### src/rtl/alu_operand_entry_if.sv
// Command bus from the operand entry stage to the ALU: fields plus valid/ready.
interface alu_operand_entry_if #(
  parameter int WIDTH = 4
);
  logic             out_valid;
  logic             out_ready;
  logic [WIDTH-1:0] a;
  logic [WIDTH-1:0] b;
  logic [2:0]       op;
  logic             cin;

  modport master (output out_valid, a, b, op, cin, input out_ready);
  modport slave  (input out_valid, a, b, op, cin, output out_ready);
endinterface

### src/rtl/alu_operand_entry.sv
// Operand/command entry stage ahead of the ALU: key conditioning, entry FSM, valid/ready issue.
// Optional per-key debounce filter enabled by defining ALU_DEBOUNCE_EN.

module alu_key_cond #(
  parameter int DEBOUNCE_CYCLES = 4
) (
  input  logic clk,
  input  logic rst_n,
  input  logic key_i,
  output logic ev_o
);
  logic sync1_q, sync2_q, prev_q, lvl;

  always_ff @(posedge clk or negedge rst_n) begin
    if (!rst_n) begin
      sync1_q <= 1'b0;
      sync2_q <= 1'b0;
    end else begin
      sync1_q <= key_i;
      sync2_q <= sync1_q;
    end
  end

`ifdef ALU_DEBOUNCE_EN
  logic       filt_q;
  logic [7:0] cnt_q;

  // Filtered level flips only after DEBOUNCE_CYCLES consecutive disagreeing samples.
  always_ff @(posedge clk or negedge rst_n) begin
    if (!rst_n) begin
      filt_q <= 1'b0;
      cnt_q  <= '0;
    end else if (sync2_q == filt_q) begin
      cnt_q <= '0;
    end else if (cnt_q == 8'(DEBOUNCE_CYCLES - 1)) begin
      filt_q <= sync2_q;
      cnt_q  <= '0;
    end else begin
      cnt_q <= cnt_q + 8'd1;
    end
  end
  assign lvl = filt_q;
`else
  assign lvl = sync2_q;
`endif

  always_ff @(posedge clk or negedge rst_n) begin
    if (!rst_n) prev_q <= 1'b0;
    else        prev_q <= lvl;
  end

  assign ev_o = lvl & ~prev_q;
endmodule

module alu_operand_entry #(
  parameter int WIDTH           = 4,
  parameter int DEBOUNCE_CYCLES = 4
) (
  input  logic                  hz100,
  input  logic                  reset,
  input  logic [15:0]           digit_pb,
  input  logic                  next_pb,
  input  logic                  clear_pb,
  input  logic                  cin_pb,
  alu_operand_entry_if.master   cmd,
  output logic [1:0]            state,
  output logic                  err
);
  localparam int NKEYS = 19;

  typedef enum logic [1:0] {S_A = 2'b00, S_B = 2'b01, S_OP = 2'b10, S_ISSUE = 2'b11} st_e;

  logic [NKEYS-1:0] keys, ev;
  logic [15:0]      dig_ev;
  logic             nxt_ev, clr_ev, cin_ev;

  assign keys = {cin_pb, clear_pb, next_pb, digit_pb};

  for (genvar k = 0; k < NKEYS; k++) begin : g_key
    alu_key_cond #(.DEBOUNCE_CYCLES(DEBOUNCE_CYCLES)) u_key (
      .clk  (hz100),
      .rst_n(reset),
      .key_i(keys[k]),
      .ev_o (ev[k])
    );
  end

  assign dig_ev = ev[15:0];
  assign nxt_ev = ev[16];
  assign clr_ev = ev[17];
  assign cin_ev = ev[18];

  st_e              state_q, state_d;
  logic [WIDTH-1:0] a_q, a_d, b_q, b_d;
  logic [2:0]       op_q, op_d;
  logic             cin_q, cin_d, vld_q, vld_d, err_q, err_d;
  logic [3:0]       dsel;

  // Lowest-index digit wins when several edge in the same cycle.
  always_comb begin
    dsel = 4'd0;
    for (int i = 15; i >= 0; i--)
      if (dig_ev[i]) dsel = 4'(i);
  end

  always_ff @(posedge hz100 or negedge reset) begin
    if (!reset) begin
      state_q <= S_A;
      a_q     <= '0;
      b_q     <= '0;
      op_q    <= '0;
      cin_q   <= 1'b0;
      vld_q   <= 1'b0;
      err_q   <= 1'b0;
    end else begin
      state_q <= state_d;
      a_q     <= a_d;
      b_q     <= b_d;
      op_q    <= op_d;
      cin_q   <= cin_d;
      vld_q   <= vld_d;
      err_q   <= err_d;
    end
  end

  always_comb begin
    state_d = state_q;
    a_d     = a_q;
    b_d     = b_q;
    op_d    = op_q;
    cin_d   = cin_q;
    vld_d   = vld_q;
    err_d   = 1'b0;
    if (clr_ev) begin
      state_d = S_A;
      a_d     = '0;
      b_d     = '0;
      op_d    = '0;
      cin_d   = 1'b0;
      vld_d   = 1'b0;
    end else if (state_q == S_ISSUE) begin
      // Keys other than clear are ignored while the command waits for acceptance.
      if (cmd.out_ready) begin
        state_d = S_A;
        vld_d   = 1'b0;
      end
    end else if (nxt_ev) begin
      case (state_q)
        S_A:     state_d = S_B;
        S_B:     state_d = S_OP;
        default: begin
          state_d = S_ISSUE;
          vld_d   = 1'b1;
        end
      endcase
    end else if (cin_ev) begin
      cin_d = ~cin_q;
    end else if (|dig_ev) begin
      case (state_q)
        S_A:     a_d = (a_q << 4) | WIDTH'(dsel);
        S_B:     b_d = (b_q << 4) | WIDTH'(dsel);
        default: begin
          if (!dsel[3]) op_d  = dsel[2:0];
          else          err_d = 1'b1;
        end
      endcase
    end
  end

  assign cmd.out_valid = vld_q;
  assign cmd.a         = a_q;
  assign cmd.b         = b_q;
  assign cmd.op        = op_q;
  assign cmd.cin       = cin_q;
  assign state         = state_q;
  assign err           = err_q;
endmodule
### src/flat_wrapper.sv
// flat-port wrapper written by rule: the top's interface ports become plain ports
module alu_operand_entry_flat 
#(
  parameter int WIDTH           = 4,
  parameter int DEBOUNCE_CYCLES = 4
)
  (hz100, reset, digit_pb, next_pb, clear_pb, cin_pb, state, err, cmd_out_valid, cmd_a, cmd_b, cmd_op, cmd_cin, cmd_out_ready);
  alu_operand_entry_if #(.WIDTH(WIDTH)) cmd_i ();
  input  logic hz100;
  input  logic reset;
  input  logic [15:0] digit_pb;
  input  logic next_pb;
  input  logic clear_pb;
  input  logic cin_pb;
  output logic [1:0] state;
  output logic err;
  output wire logic [$bits(cmd_i.out_valid)-1:0] cmd_out_valid;
  output wire logic [$bits(cmd_i.a)-1:0] cmd_a;
  output wire logic [$bits(cmd_i.b)-1:0] cmd_b;
  output wire logic [$bits(cmd_i.op)-1:0] cmd_op;
  output wire logic [$bits(cmd_i.cin)-1:0] cmd_cin;
  input wire logic [$bits(cmd_i.out_ready)-1:0] cmd_out_ready;
  assign cmd_out_valid = cmd_i.out_valid;
  assign cmd_a = cmd_i.a;
  assign cmd_b = cmd_i.b;
  assign cmd_op = cmd_i.op;
  assign cmd_cin = cmd_i.cin;
  assign cmd_i.out_ready = cmd_out_ready;
  alu_operand_entry #(.WIDTH(WIDTH), .DEBOUNCE_CYCLES(DEBOUNCE_CYCLES)) u_core (.hz100(hz100), .reset(reset), .digit_pb(digit_pb), .next_pb(next_pb), .clear_pb(clear_pb), .cin_pb(cin_pb), .cmd(cmd_i), .state(state), .err(err));
endmodule
### config.mk
export PLATFORM = sky130hd
export DESIGN_NAME = alu_operand_entry_flat
export DESIGN_NICKNAME = d
export VERILOG_FILES = /design/src/rtl/alu_operand_entry_if.sv /design/src/rtl/alu_operand_entry.sv /design/src/flat_wrapper.sv
export SDC_FILE = /design/constraint.sdc
export NUM_CORES = 1
export LEC_CHECK = 0
export CAP_MARGIN = 40
export CORE_MARGIN = 2
export CORE_UTILIZATION = 56
export DETAILED_ROUTE_END_ITERATION = 10
export PLACE_DENSITY = 0.82
export SLEW_MARGIN = 40
export SYNTH_ARGS = -nofsm -noshare
export SYNTH_HDL_FRONTEND = slang
export SYNTH_SLANG_ARGS = --single-unit
### constraint.sdc
create_clock -name hz100 -period 3.6 [get_ports hz100]
set_input_delay 0.36 -clock hz100 [delete_from_list [all_inputs] [get_ports hz100]]
set_output_delay 0.36 -clock hz100 [all_outputs]
set_load 0.01 [all_outputs]
# Word level (Yosys, flattened, before mapping)

Cells that the tools add are included.

Register bits: 73
Input bits: 22
Output and inout bits: 16
Word-level logic and storage cells: 182

Reduce and logical (&&, ||, !) cells: 14
Equality and inequality tests: 9
Bitwise logic cells: 39
Multiplexer cells: 56

Operators with widths:

| kind                                                  | number |
|---|---|
| two-way mux 4 bit                                     | 28 |
| two-way mux 3 bit                                     | 7 |
| NOT 1 bit                                             | 20 |
| bitwise AND 1 bit                                     | 19 |
| two-way mux 1 bit                                     | 16 |
| OR reduction 16 bit                                   | 1 |
| inequality test 2 x 1 -> 1 bit, second input constant | 5 |
| AND reduction 5 bit                                   | 2 |
| two-way mux 2 bit                                     | 4 |
| nonzero test 2 bit                                    | 4 |
| AND reduction 3 bit                                   | 2 |
| AND reduction 6 bit                                   | 1 |
| one-hot mux 2 bit (2 select lines)                    | 1 |
| inequality test 3 x 1 -> 1 bit, second input constant | 1 |
| inequality test 3 x 2 -> 1 bit, second input constant | 1 |
| nonzero test 3 bit                                    | 1 |
| equality test 2 x 1 -> 1 bit, second input constant   | 1 |
| equality test 2 bit, second input constant            | 1 |
| zero test 2 bit                                       | 1 |
| AND reduction 2 bit                                   | 1 |
| OR reduction 2 bit                                    | 1 |

# Longest topological paths before layout

Depth in word-level cells: 25
Depth in mapped cells: 7
Gate-level depth less buffers: 7

# Hierarchy

Synthesis repeated with hierarchy kept, for this count alone.

Cells, all modules: 164
Area total of the unflattened synthesis: 2,582.5 sq um

Modules (own cells, without submodules):

| module            | cells an instance | area an instance (sq um) | seq. area each (sq um) | instances |
|---|---|---|---|---|
| alu_key_cond      | 4                 | 88.8                     | 75.1                   | 19 |
| alu_operand_entry | 88                | 894.6                    | 400.4                  | 1 |

# Least setup slack after synthesis

No wires, ideal clock.

Kind: register -> register
From: register u_core.g_key[7].u_key.sync2_q
To: register u_core.op_q[2] (netlist: u_core.cmd.op[2])
Stages on the path, launching flop included: 5
Library setup time: 125 ps
Setup slack: 1,692 ps
Path buffers: 0
Arrival time: 1,784 ps
Clock period less this slack: 1,908 ps
Cell sequence: dfrtp_1 nor2b_4 or4b_4 o32ai_2 mux2_2

Word-level cells in the longest chain between the ends: 16
Elaborated cells between the ends (all ways): 20
Those cells by class: 1 x eq/ne; 15 x mux; 1 x bitwise; 3 x reduce/logical

RTL lines:

| element                        | RTL line                 | RTL |
|---|---|---|
| start: declaration             | alu_operand_entry.sv:12  | `logic sync1_q, sync2_q, prev_q, lvl;` |
| start signal: assignment       | alu_operand_entry.sv:20  | `sync2_q <= sync1_q;` |
| bitwise AND 1 bit (*)          | alu_operand_entry.sv:52  | `assign ev_o = lvl & ~prev_q;` |
| two-way mux 4 bit (8 in a row) | alu_operand_entry.sv:103 | `if (dig_ev[i]) dsel = 4'(i);` |
| two-way mux 3 bit              | alu_operand_entry.sv:163 | `if (!dsel[3]) op_d = dsel[2:0];` |
| two-way mux 3 bit              | alu_operand_entry.sv:159 | `case (state_q)` |
| two-way mux 3 bit              | alu_operand_entry.sv:158 | `end else if (\|dig_ev) begin` |
| two-way mux 3 bit              | alu_operand_entry.sv:156 | `end else if (cin_ev) begin` |
| two-way mux 3 bit              | alu_operand_entry.sv:147 | `end else if (nxt_ev) begin` |
| two-way mux 3 bit              | alu_operand_entry.sv:141 | `end else if (state_q == S_ISSUE) begin` |
| two-way mux 3 bit              | alu_operand_entry.sv:134 | `if (clr_ev) begin` |
| end signal: assignment         | alu_operand_entry.sv:119 | `op_q <= op_d;` |
| end: declaration               | alu_operand_entry.sv:95  | `logic [2:0] op_q, op_d;` |

Every way passes the cells marked *; elsewhere a longest branch is shown, timed or not. The select of a mux whose other input is x is not followed.
A chain may end at the register's enable or synchronous reset.

# Final worst setup path

From: register u_core.g_key[17].u_key.prev_q
To: register u_core.a_q[3] (netlist: u_core.cmd.a[3])

Word-level cells in the longest chain between the ends: 4
Elaborated cells between the ends (all ways): 9
Those cells by class: 3 x eq/ne; 1 x mux; 2 x bitwise; 3 x reduce/logical

RTL lines:

| element                                                                        | RTL line                 | RTL |
|---|---|---|
| start: declaration                                                             | alu_operand_entry.sv:12  |  |
| start signal: assignment                                                       | alu_operand_entry.sv:49  | `else prev_q <= lvl;` |
| NOT 1 bit (*)                                                                  | alu_operand_entry.sv:52  |  |
| bitwise AND 1 bit (*)                                                          | alu_operand_entry.sv:52  |  |
| inequality test 2 x 1 -> 1 bit (no line) or nonzero test 2 bit (tied branches) | -                        |  |
| AND reduction 5 bit (no line)                                                  | -                        |  |
| end signal: assignment                                                         | alu_operand_entry.sv:109 | `a_q <= '0;` |
| end signal: assignment                                                         | alu_operand_entry.sv:117 | `a_q <= a_d;` |
| end: declaration                                                               | alu_operand_entry.sv:94  | `logic [WIDTH-1:0] a_q, a_d, b_q, b_d;` |

Every way passes the cells marked *; elsewhere a longest branch is shown, timed or not.

==> run summary <==
STA
* 690.4 ps — transition time of the tightest slew-check pin
* 0.5748 — crit share post-route
* 0 — number of max-slew violations in the final report
* 2069 ps — final period demand of the worst path
* 483.3 MHz — max frequency
* 4.954 ps — Max Clock Skew
* 0 — count of final hold-check violations
* false — unrepaired setup endpoints after global routing
* 0.5397 — relative slew slack
* 0 ps — aggregate negative setup slack
* 0 — number of setup violations in the final report

Finish
* 273 — count of non-filler cells in the finished layout
* 25.82% — Area Overhead vs Synth
* 0.1357 — layout cell share with drive strength beyond 1
* 651.9 sq um — multi-input gate area in the final layout
* 0 — final antenna diode count
* dfrtp_1 (73), clkdlybuf4s50_1 (36), nor2b_1 (17) — most frequent cells in the layout
* 1827 sq um — Register Area
* dfrtp_1 — leading cell type in the layout, fill and taps excluded
* 278 — number of fill cells
* 241 — Layout Nets

Setup path
* 10 — Crit Path Max Fanout
* nor2b_1 — Max stage delay cell, worst path
* 5 — Reg2Reg Depth
* u_core.g_key[17].u_key.prev_q — worst r2r src
* u_core.g_key[17].u_key.prev_q — CP Launch Point
* u_core.cmd.a[3] — endpoint of the lowest-slack register-to-register path
* 0 — CP bufs+invs
* reg2reg — crit path kind
* nor2b_1 > or3b_1 > nor3_4 > a21oi_2 > mux2_1 — cells traversed along the worst timing path
* register — crit path capture type
* simple AND/OR/NAND/NOR gates — delay-heaviest family, CP
* 2290 ps — critical path arrival
* 5 — Levels on crit path
* 510 ps — slowest stage delay, CP
* u_core.cmd.a[3] — capture point of the critical path
* 1530 ps — reg-to-reg slack, setup
* 3820 ps — data required time of the critical path
* register — CP Launch Type

Power and ir drop
* 0.3888 mV — IR Drop Worst-Case VDD
* 1.403 nW — leakage power figure
* 643.7 nW/um^2 — P per Cell Area
* 0.002045 W — power after layout

Clock network
* built — CTS tree
* 0 — Post-CTS Repair Setup Buffers
* 70 ps — clock-pin slew on the worst setup and hold paths
* 0 — post-cts gate resize count
* 2 — maximum root-to-sink buffer count
* 0 — CTS Hold Bufs
* 9 — clock buffers created by TritonCTS
* 73 — Sinks on Clock Net
* clkbuf_8 — buffer cell driving the clock tree root
* 3 — H-tree level count
* 340 ps — clock latency on the worst-skew pair

Yosys
* 73 — post-synthesis sequential element count
* 169 — gate count after technology mapping
* 0.7235 — part of the Yosys area used for sequential elements
* 0 — Yosys warning count
* dfrtp_1 — Synth Flop Type
* 14.94 sq um — synthesized area divided by synthesized cell count
* 194 — net count of the mapped netlist
* 1.000 — share of flip-flops with an asynchronous set or reset
* 2525 sq um — Post-Syn Area
* 0 — Post-synth EDFFs
* 38 — Yosys cell types

Drt
* 79 — Detailed Route Iter0 Violations
* 4.002 mm — detailed-route wire length
* 0 — antenna viol nets, final
* 5.150 — post-detailed-route via-to-cell ratio
* 14.66 microns — average detailed-routed wire length per instance
* 4 — TritonRoute pass-1 iters
* 1406 — via count
* 0 — DRC violations left

Global route
* 0 — overflow left after global routing
* 0 — number of antenna violations at the first check in global routing
* 57 — maximum number of pins on one net before global-route repair
* 0.1840 — aggregate global-route resource usage
* 6.865 mm — first-pass GRT wire length
* 1491 — via count of the first global-routing pass

Floorplanning
* 38 — boundary pin count
* 24 — Core Rows
* 4354 sq um — placeable core region
* 0.5799 — starting density of the core
* 71.15 microns — die boundary height
* 71.15 microns — width of the die
* 5062 sq um — total die area

Job
* 0 — max capacitance violation total

Placed design
* 257 — Placed Cells incl. Taps
* 0.8165 — weighted congestion reported at the end of routability-driven placement
* 37 — count of buffers from port buffering
* 2.902 mm — half-perimeter wire length after detailed placement

Hold path
* in2async — worst min-delay path category

Run status
* finished clean — status

[worst min-delay path by stage]
stage	start	endpoint	slack, ps	cells after the start
global route	reset	u_core.g_key[16].u_key.prev_q	110	1
detailed placement	u_core.g_key[14].u_key.sync1_q	u_core.g_key[14].u_key.lvl	330	0
global placement	u_core.g_key[13].u_key.sync1_q	u_core.g_key[13].u_key.lvl	330	0
CTS	reset	u_core.cmd.out_valid	70	1
floorplan	reset	u_core.cmd.a[0]	60	0
finish	reset	u_core.g_key[16].u_key.lvl	70	1
[flip-flops by register name, indices dropped and copies added (netlist names)]
| signal | count |
|---|---|
| u_core.cmd.a | 4 |
| u_core.cmd.b | 4 |
| u_core.cmd.cin | 1 |
| u_core.cmd.op | 3 |
| u_core.cmd.out_valid | 1 |
| u_core.err | 1 |
| u_core.g_key.u_key.lvl | 19 |
| u_core.g_key.u_key.prev_q | 19 |
| u_core.g_key.u_key.sync1_q | 19 |
| u_core.state | 2 |
[metrics by stage]
stage               setup WS [ps]  cell area, sq um  hold WS (ps)  utilization
floorplan                    1692              2525         64.41            -
global placement             1630              2947         332.1       0.6767
detailed placement           1535              2949         334.7       0.6773
CTS                          1524              3177         73.21       0.7296
global route                 1356              3177         111.1       0.7296
finish                       1531              3177         67.35       0.7296
[area by class of cell]
| type | count | area share |
|---|---|---|
| Sequential cell | 73 | 0.5750 |
| Multi-Input combinational cell | 86 | 0.2052 |
| Timing Repair Buffer | 38 | 0.1182 |
| Clock buffer | 10 | 0.04332 |
| Clock inverter | 6 | 0.02836 |
| Tap cell | 52 | 0.02048 |
| Inverter | 8 | 0.009453 |
[cell families after synthesis]
| logic type | Yosys count | share of synthesized area |
|---|---|---|
| XOR/XNOR | 1 | 0.003469 |
| AO/OA/AOI/OAI | 26 | 0.07582 |
| adder cells (fa/ha/maj) | 3 | 0.01487 |
| AND/OR/NAND/NOR | 47 | 0.1244 |
| flip-flops | 73 | 0.7235 |
| buffers and inverters | 10 | 0.01833 |
| multiplexers | 9 | 0.03964 |
[cells in the mapped netlist, types with 2 or more instances]
| master | instances | area share |
|---|---|---|
| nor2b_1 | 17 | 0.042 |
| a21oi_1 | 6 | 0.012 |
| ha_1 | 3 | 0.015 |
| or2_2 | 2 | 0.0050 |
| mux2_1 | 7 | 0.031 |
| o22ai_1 | 2 | 0.0050 |
| nor3_1 | 4 | 0.0079 |
| a211o_2 | 2 | 0.0079 |
| inv_1 | 8 | 0.012 |
| dfrtp_1 | 73 | 0.72 |
| o211ai_1 | 3 | 0.0089 |
| nand2b_1 | 6 | 0.015 |
| nor2_1 | 8 | 0.012 |
| o21ai_0 | 2 | 0.0040 |
| a21oi_2 | 2 | 0.0069 |
| a31oi_1 | 2 | 0.0050 |
[where the power goes]
| part | leakage (nW) | switching (W) | internal [W] |
|---|---|---|---|
| registers | 0.872 | 0.0000508 | 0.000912 |
| clock network | 0.113 | 0.000286 | 0.000411 |
| logic | 0.418 | 0.000173 | 0.000212 |
[layer usage]
layer | global-route usage | routed length, microns
met1 | 0.2160 | 1639
met2 | 0.2994 | 2041
met3 | 0.05128 | 198
met4 | 0.1153 | 123
met5 | 0 | 0
Power figures use the tool's default switching activity.
